## src/rtl/switch_debounce_edge_if.sv

```systemverilog
// Switch front-end signal bundle: raw switch levels in, debounced level and
// press/release/long-press strobes out. The master side drives the raw levels.
interface switch_debounce_edge_if #(
   parameter int NUM_SW = 4
);
   logic [NUM_SW-1:0] i_Switch;
   logic [NUM_SW-1:0] o_Switch;
   logic [NUM_SW-1:0] o_Press;
   logic [NUM_SW-1:0] o_Release;
   logic [NUM_SW-1:0] o_Long_Press;

   modport master (
      output i_Switch,
      input  o_Switch,
      input  o_Press,
      input  o_Release,
      input  o_Long_Press
   );

   modport slave (
      input  i_Switch,
      output o_Switch,
      output o_Press,
      output o_Release,
      output o_Long_Press
   );
endinterface

```

## src/rtl/switch_debounce_edge.sv

```systemverilog
// Multi-channel push-button front end: 2-FF synchronizer, counter debouncer
// and registered press/release strobes per channel.
// Optional long-press strobe per channel, built only when LONG_PRESS_EN is
// defined; otherwise o_Long_Press is tied low and no hold counters exist.
module switch_debounce_edge #(
   parameter int NUM_SW         = 4,
   parameter int DEBOUNCE_LIMIT = 250000,
   parameter int CNT_W          = 18,
   parameter int LONG_LIMIT     = 25000000,
   parameter int LONG_W         = 25
) (
   input  logic                  CLK,
   input  logic                  RST_N,
   switch_debounce_edge_if.slave sw_if
);

   localparam logic [CNT_W-1:0] CNT_TC = CNT_W'(DEBOUNCE_LIMIT - 1);

   // Reject parameter sets whose counters cannot reach their terminal count.
   if (DEBOUNCE_LIMIT < 2 ||
       longint'(DEBOUNCE_LIMIT - 1) >= (longint'(1) << CNT_W) ||
       longint'(LONG_LIMIT - 1) >= (longint'(1) << LONG_W)) begin : g_param_check
      $error("switch_debounce_edge: counter widths too small for limits");
   end

   logic [NUM_SW-1:0] sync_1;
   logic [NUM_SW-1:0] sync_2;
   logic [NUM_SW-1:0] stable;
   logic [NUM_SW-1:0] press;
   logic [NUM_SW-1:0] rls;
   logic [NUM_SW-1:0] long_pr;

   // Two-stage synchronizer for the asynchronous raw switch levels.
   always_ff @(posedge CLK or negedge RST_N) begin
      if (!RST_N) begin
         sync_1 <= '0;
         sync_2 <= '0;
      end else begin
         sync_1 <= sw_if.i_Switch;
         sync_2 <= sync_1;
      end
   end

   for (genvar n = 0; n < NUM_SW; n++) begin : g_ch
      logic [CNT_W-1:0] cnt;
      logic             stable_q;
      logic             press_q;
      logic             rls_q;

      // Accept the synchronized level after DEBOUNCE_LIMIT consecutive
      // mismatches; any matching sample restarts the count. Strobes are
      // registered alongside the level change so they line up with o_Switch.
      always_ff @(posedge CLK or negedge RST_N) begin
         if (!RST_N) begin
            cnt      <= '0;
            stable_q <= 1'b0;
            press_q  <= 1'b0;
            rls_q    <= 1'b0;
         end else begin
            press_q <= 1'b0;
            rls_q   <= 1'b0;
            if (sync_2[n] == stable_q) begin
               cnt <= '0;
            end else if (cnt == CNT_TC) begin
               cnt      <= '0;
               stable_q <= sync_2[n];
               press_q  <= sync_2[n];
               rls_q    <= ~sync_2[n];
            end else begin
               cnt <= cnt + 1'b1;
            end
         end
      end

      assign stable[n] = stable_q;
      assign press[n]  = press_q;
      assign rls[n]    = rls_q;

`ifdef LONG_PRESS_EN
      localparam logic [LONG_W-1:0] HOLD_TC = LONG_W'(LONG_LIMIT - 1);
      logic [LONG_W-1:0] hc;
      logic              long_q;

      // Hold counter: the rising edge of stable is hold cycle 0; saturating
      // at the terminal count gives exactly one strobe per hold.
      always_ff @(posedge CLK or negedge RST_N) begin
         if (!RST_N) begin
            hc     <= '0;
            long_q <= 1'b0;
         end else begin
            long_q <= 1'b0;
            if (!stable_q) begin
               hc <= '0;
            end else if (hc != HOLD_TC) begin
               hc     <= hc + 1'b1;
               long_q <= (hc == HOLD_TC - 1'b1);
            end
         end
      end

      assign long_pr[n] = long_q;
`else
      assign long_pr[n] = 1'b0;
`endif
   end

   assign sw_if.o_Switch     = stable;
   assign sw_if.o_Press      = press;
   assign sw_if.o_Release    = rls;
   assign sw_if.o_Long_Press = long_pr;

endmodule
```

## src/flat_wrapper.sv

```systemverilog
// flat-port wrapper written by rule: the top's interface ports become plain ports
module switch_debounce_edge_flat 
#(
   parameter int NUM_SW         = 4,
   parameter int DEBOUNCE_LIMIT = 250000,
   parameter int CNT_W          = 18,
   parameter int LONG_LIMIT     = 25000000,
   parameter int LONG_W         = 25
)
  (CLK, RST_N, sw_if_i_Switch, sw_if_o_Switch, sw_if_o_Press, sw_if_o_Release, sw_if_o_Long_Press);
  switch_debounce_edge_if #(.NUM_SW(NUM_SW)) sw_if_i ();
  input  logic CLK;
  input  logic RST_N;
  input wire logic [$bits(sw_if_i.i_Switch)-1:0] sw_if_i_Switch;
  output wire logic [$bits(sw_if_i.o_Switch)-1:0] sw_if_o_Switch;
  output wire logic [$bits(sw_if_i.o_Press)-1:0] sw_if_o_Press;
  output wire logic [$bits(sw_if_i.o_Release)-1:0] sw_if_o_Release;
  output wire logic [$bits(sw_if_i.o_Long_Press)-1:0] sw_if_o_Long_Press;
  assign sw_if_i.i_Switch = sw_if_i_Switch;
  assign sw_if_o_Switch = sw_if_i.o_Switch;
  assign sw_if_o_Press = sw_if_i.o_Press;
  assign sw_if_o_Release = sw_if_i.o_Release;
  assign sw_if_o_Long_Press = sw_if_i.o_Long_Press;
  switch_debounce_edge #(.NUM_SW(NUM_SW), .DEBOUNCE_LIMIT(DEBOUNCE_LIMIT), .CNT_W(CNT_W), .LONG_LIMIT(LONG_LIMIT), .LONG_W(LONG_W)) u_core (.CLK(CLK), .RST_N(RST_N), .sw_if(sw_if_i));
endmodule
```

## config.mk

```make
export PLATFORM = sky130hd
export DESIGN_NAME = switch_debounce_edge_flat
export DESIGN_NICKNAME = d
export VERILOG_FILES = /design/src/rtl/switch_debounce_edge_if.sv /design/src/rtl/switch_debounce_edge.sv /design/src/flat_wrapper.sv
export SDC_FILE = /design/constraint.sdc
export NUM_CORES = 1
export LEC_CHECK = 0
export ABC_AREA = 0
export CAP_MARGIN = 25
export CORE_UTILIZATION = 45
export DETAILED_ROUTE_END_ITERATION = 8
export HOLD_SLACK_MARGIN = 0.02
export SLEW_MARGIN = 0
export SYNTH_ARGS = -nofsm -noshare
export SYNTH_HDL_FRONTEND = slang
export SYNTH_SLANG_ARGS = --single-unit
export TNS_END_PERCENT = 50
```

## constraint.sdc

```tcl
create_clock -name CLK -period 3.5 [get_ports CLK]
set_clock_uncertainty 0.1 [all_clocks]
set_input_delay 0.525 -clock CLK [delete_from_list [all_inputs] [get_ports CLK]]
set_output_delay 0.525 -clock CLK [all_outputs]
set_load 0.05 [all_outputs]
```

==> impl_metrics.env <==
export IMPL_place_gp_congestion=0.815
export IMPL_critPathBufInv=1
export IMPL_ant_nets=0
export IMPL_min_period_ns=2.29
export IMPL_fmax_mhz=437
export IMPL_vias=2998
export IMPL_firstDrtPassIters=4
export IMPL_post_cts_buffers=0
export IMPL_synth_distinct_cells=37
export IMPL_powerDensity_nw_per_um2=371
export IMPL_final_max_slew_viol_count=0
export IMPL_chipHeight_um=101
export IMPL_drive_gt1_frac=0.0757
export IMPL_cts_hold_fix_buffers=0
export IMPL_yosysTopAreaCell="dfrtp_1"
export IMPL_path_depth=1
export IMPL_ir_drop_mv=0.212
export IMPL_cpLargestDelayFamily="buffers and inverters"
export IMPL_crit_start="u_core.g_ch[3].stable_q"
export IMPL_cp_endpoint="sw_if_o_Switch[3]"
export IMPL_status="finished clean"
export IMPL_fin_util=0.511
export IMPL_htreeDepth=3
export IMPL_cts_path_max_buffers=2
export IMPL_nNetsFinal=442
export IMPL_crit_arrival_ns=1.66
export IMPL_synth_edff_count=0
export IMPL_synthCells=419
export IMPL_wire_per_inst_um=13.2
export IMPL_numCtsBuffers=9
export IMPL_syn_area_um2=4400
export IMPL_ys_warnings_count=0
export IMPL_crit_chain="clkdlybuf4s50_1"
export IMPL_ys_seq_area_frac=0.523
export IMPL_yosysMostFrequentCell="dfrtp_1"
export IMPL_max_stage_delay_ns=0.85
export IMPL_grt_pass1_vias=2835
export IMPL_pin_count=22
export IMPL_reg2reg_from="u_core.g_ch[1].cnt[10]"
export IMPL_drv_cap=0
export IMPL_worst_slack_ns=1.21
export IMPL_fp_coreArea_um2=9370
export IMPL_clkSlewWorstSetupHoldPaths_ns=0.09
export IMPL_seqCellArea_um2=2300
export IMPL_slew_headroom=0.426
export IMPL_pre_cts_slack_ns=1.25
export IMPL_worstPathRequired_ns=2.87
export IMPL_tightestPinTransition_ns=0.858
export IMPL_initial_utilization=0.470
export IMPL_regToRegEndpoint="u_core.g_ch[1].cnt[6]"
export IMPL_rsz0062_at_grt="false"
export IMPL_placementRows=35
export IMPL_synth_flop_cell="dfrtp_1"
export IMPL_cts_tree="yes"
export IMPL_multi_input_area_um2=1940
export IMPL_num_fill_cells=888
export IMPL_netlist_area_leader_share=0.523
export IMPL_synth_area_leaders="dfrtp_1 (52%), xnor2_1 (8.0%), nor2_1 (6.1%)"
export IMPL_stdcell_count=565
export IMPL_dieWidth_um=101
export IMPL_synth_seq_cells=92
export IMPL_stdcell_area_um2=4790
export IMPL_grt_usage=0.164
export IMPL_antenna_found_initial=0
export IMPL_endpoint_kind="primary output"
export IMPL_synth_async_reset_ratio=1.00
export IMPL_cts_root_buf="clkbuf_8"
export IMPL_hold_viol=0
export IMPL_grt_max_degree=48
export IMPL_grt_overflow=0
export IMPL_fin_tns_setup_ns=0
export IMPL_fin_crit_sh=0.654
export IMPL_routed_wl_mm=7.45
export IMPL_crit_type="reg2out"
export IMPL_area_growth_pct=8.75
export IMPL_clk_latency_ns=0.35
export IMPL_syn_area_per_cell_um2=10.5
export IMPL_die_area_um2=10200
export IMPL_cts_sink_count=92
export IMPL_hold_path_class="in2async"
export IMPL_cp_max_fo=5
export IMPL_critPathSlowestCell="clkdlybuf4s50_1"
export IMPL_synth_common_cells="dfrtp_1 (92), nor2_1 (72), xnor2_1 (40)"
export IMPL_antenna_cells=0
export IMPL_setup_viol=0
export IMPL_ff2ff_path_depth=4
export IMPL_r2r_slack_ns=1.27
export IMPL_total_power_mw=1.78
export IMPL_whs_ns=0.0534
export IMPL_drt_initial_drc_count=85
export IMPL_placed_cell_area_um2=4630
export IMPL_drc=0
export IMPL_vias_per_cell=5.31
export IMPL_grt_first_pass_wirelength_mm=13.0
export IMPL_cts_resized_gates=0
export IMPL_placed_cells=550
export IMPL_p_leak_nw=1.90
export IMPL_dp_hpwl_mm=5.22
export IMPL_io_buffer_count=17
export IMPL_start_kind="flop"
-- power breakdown --
part,switching [mW],internal [mW]
registers,0.0143,1.08
clock network,0.352,0.258
logic,0.0511,0.0237
total,0.418,1.36
-- placed cells by master, fill, tap and decap left out, drive strengths merged --
| master | netlist | final |
|---|---|---|
| a21oi | 8 | 8 |
| dfrtp | 92 | 92 |
| xnor2 | 40 | 40 |
| nand3b | 1 | 1 |
| o31ai | 5 | 5 |
| a31o | 1 | 1 |
| and4bb | 1 | 1 |
| inv | 7 | 8 |
| and3 | 5 | 5 |
| mux2 | 4 | 4 |
| or3 | 3 | 3 |
| nor2b | 1 | 1 |
| nand3 | 25 | 25 |
| o21ai | 2 | 2 |
| clkdlybuf4s50 | 0 | 16 |
| or4 | 11 | 11 |
| xor2 | 20 | 20 |
| ha | 4 | 4 |
| and4 | 6 | 6 |
| clkinv | 0 | 2 |
| nor4 | 20 | 20 |
| clkbuf | 1 | 12 |
| nand2 | 24 | 24 |
| nor3b | 8 | 8 |
| nor3 | 9 | 9 |
| nor4b | 1 | 1 |
| or4b | 1 | 1 |
| buf | 20 | 4 |
| o41ai | 4 | 4 |
| conb | 1 | 4 |
| nor2 | 72 | 72 |
| nand4 | 22 | 22 |
-- layout make-up --
type | instances | share of cell area
well taps | 129 | 0.0337
repair buffers | 20 | 0.0423
flip-flops and latches | 92 | 0.481
inverters | 7 | 0.00549
clock buffers | 12 | 0.0282
multi-input cells | 302 | 0.405
clock inverters | 3 | 0.00470
-- state kept, by name, summed over array words and instances, names as in the netlist --
register and count:
u_core.g_ch.cnt 72, u_core.g_ch.press_q 4, u_core.g_ch.rls_q 4, u_core.g_ch.stable_q 4, u_core.sync_1 4, u_core.sync_2 4
-- layer usage --
layer,vias to the layer above,share of wire,GRT usage
met2,45,0.45,0.255
met4,0,0.018,0.0591
li1,1482,-,-
met5,-,0,0
met3,19,0.030,0.0485
met1,1452,0.50,0.217
-- how the worst min path moves through the flow --
stage | startpoint | to | slack (ns) | depth (start not counted)
6_report | RST_N | u_core.g_ch[3].cnt[15] | 0.05 | 1
3_5_place_dp | u_core.sync_1[2] | u_core.sync_2[2] | 0.24 | 0
4_1_cts | RST_N | u_core.g_ch[3].cnt[15] | 0.07 | 1
2_1_floorplan | RST_N | u_core.g_ch[0].cnt[0] | 0.13 | 0
5_1_grt | RST_N | u_core.g_ch[3].cnt[15] | 0.08 | 1
3_3_place_gp | u_core.sync_1[3] | u_core.sync_2[3] | 0.23 | 0
-- kinds of logic (layout without fill, tap and decap cells) --
logic type / after synthesis / after routing / synth area share
and+or+nand+nor: 210 / 210 / 0.252
DFF: 92 / 92 / 0.523
xor gates and xnor gates: 60 / 60 / 0.119
buffers and inverters: 28 / 42 / 0.0395
AOI/OAI and AO/OA: 20 / 20 / 0.0418
adders and majority gates: 4 / 4 / 0.0114
muxes: 4 / 4 / 0.0119
other: 1 / 4 / 0.000852
Power figures use the tool's default switching activity.
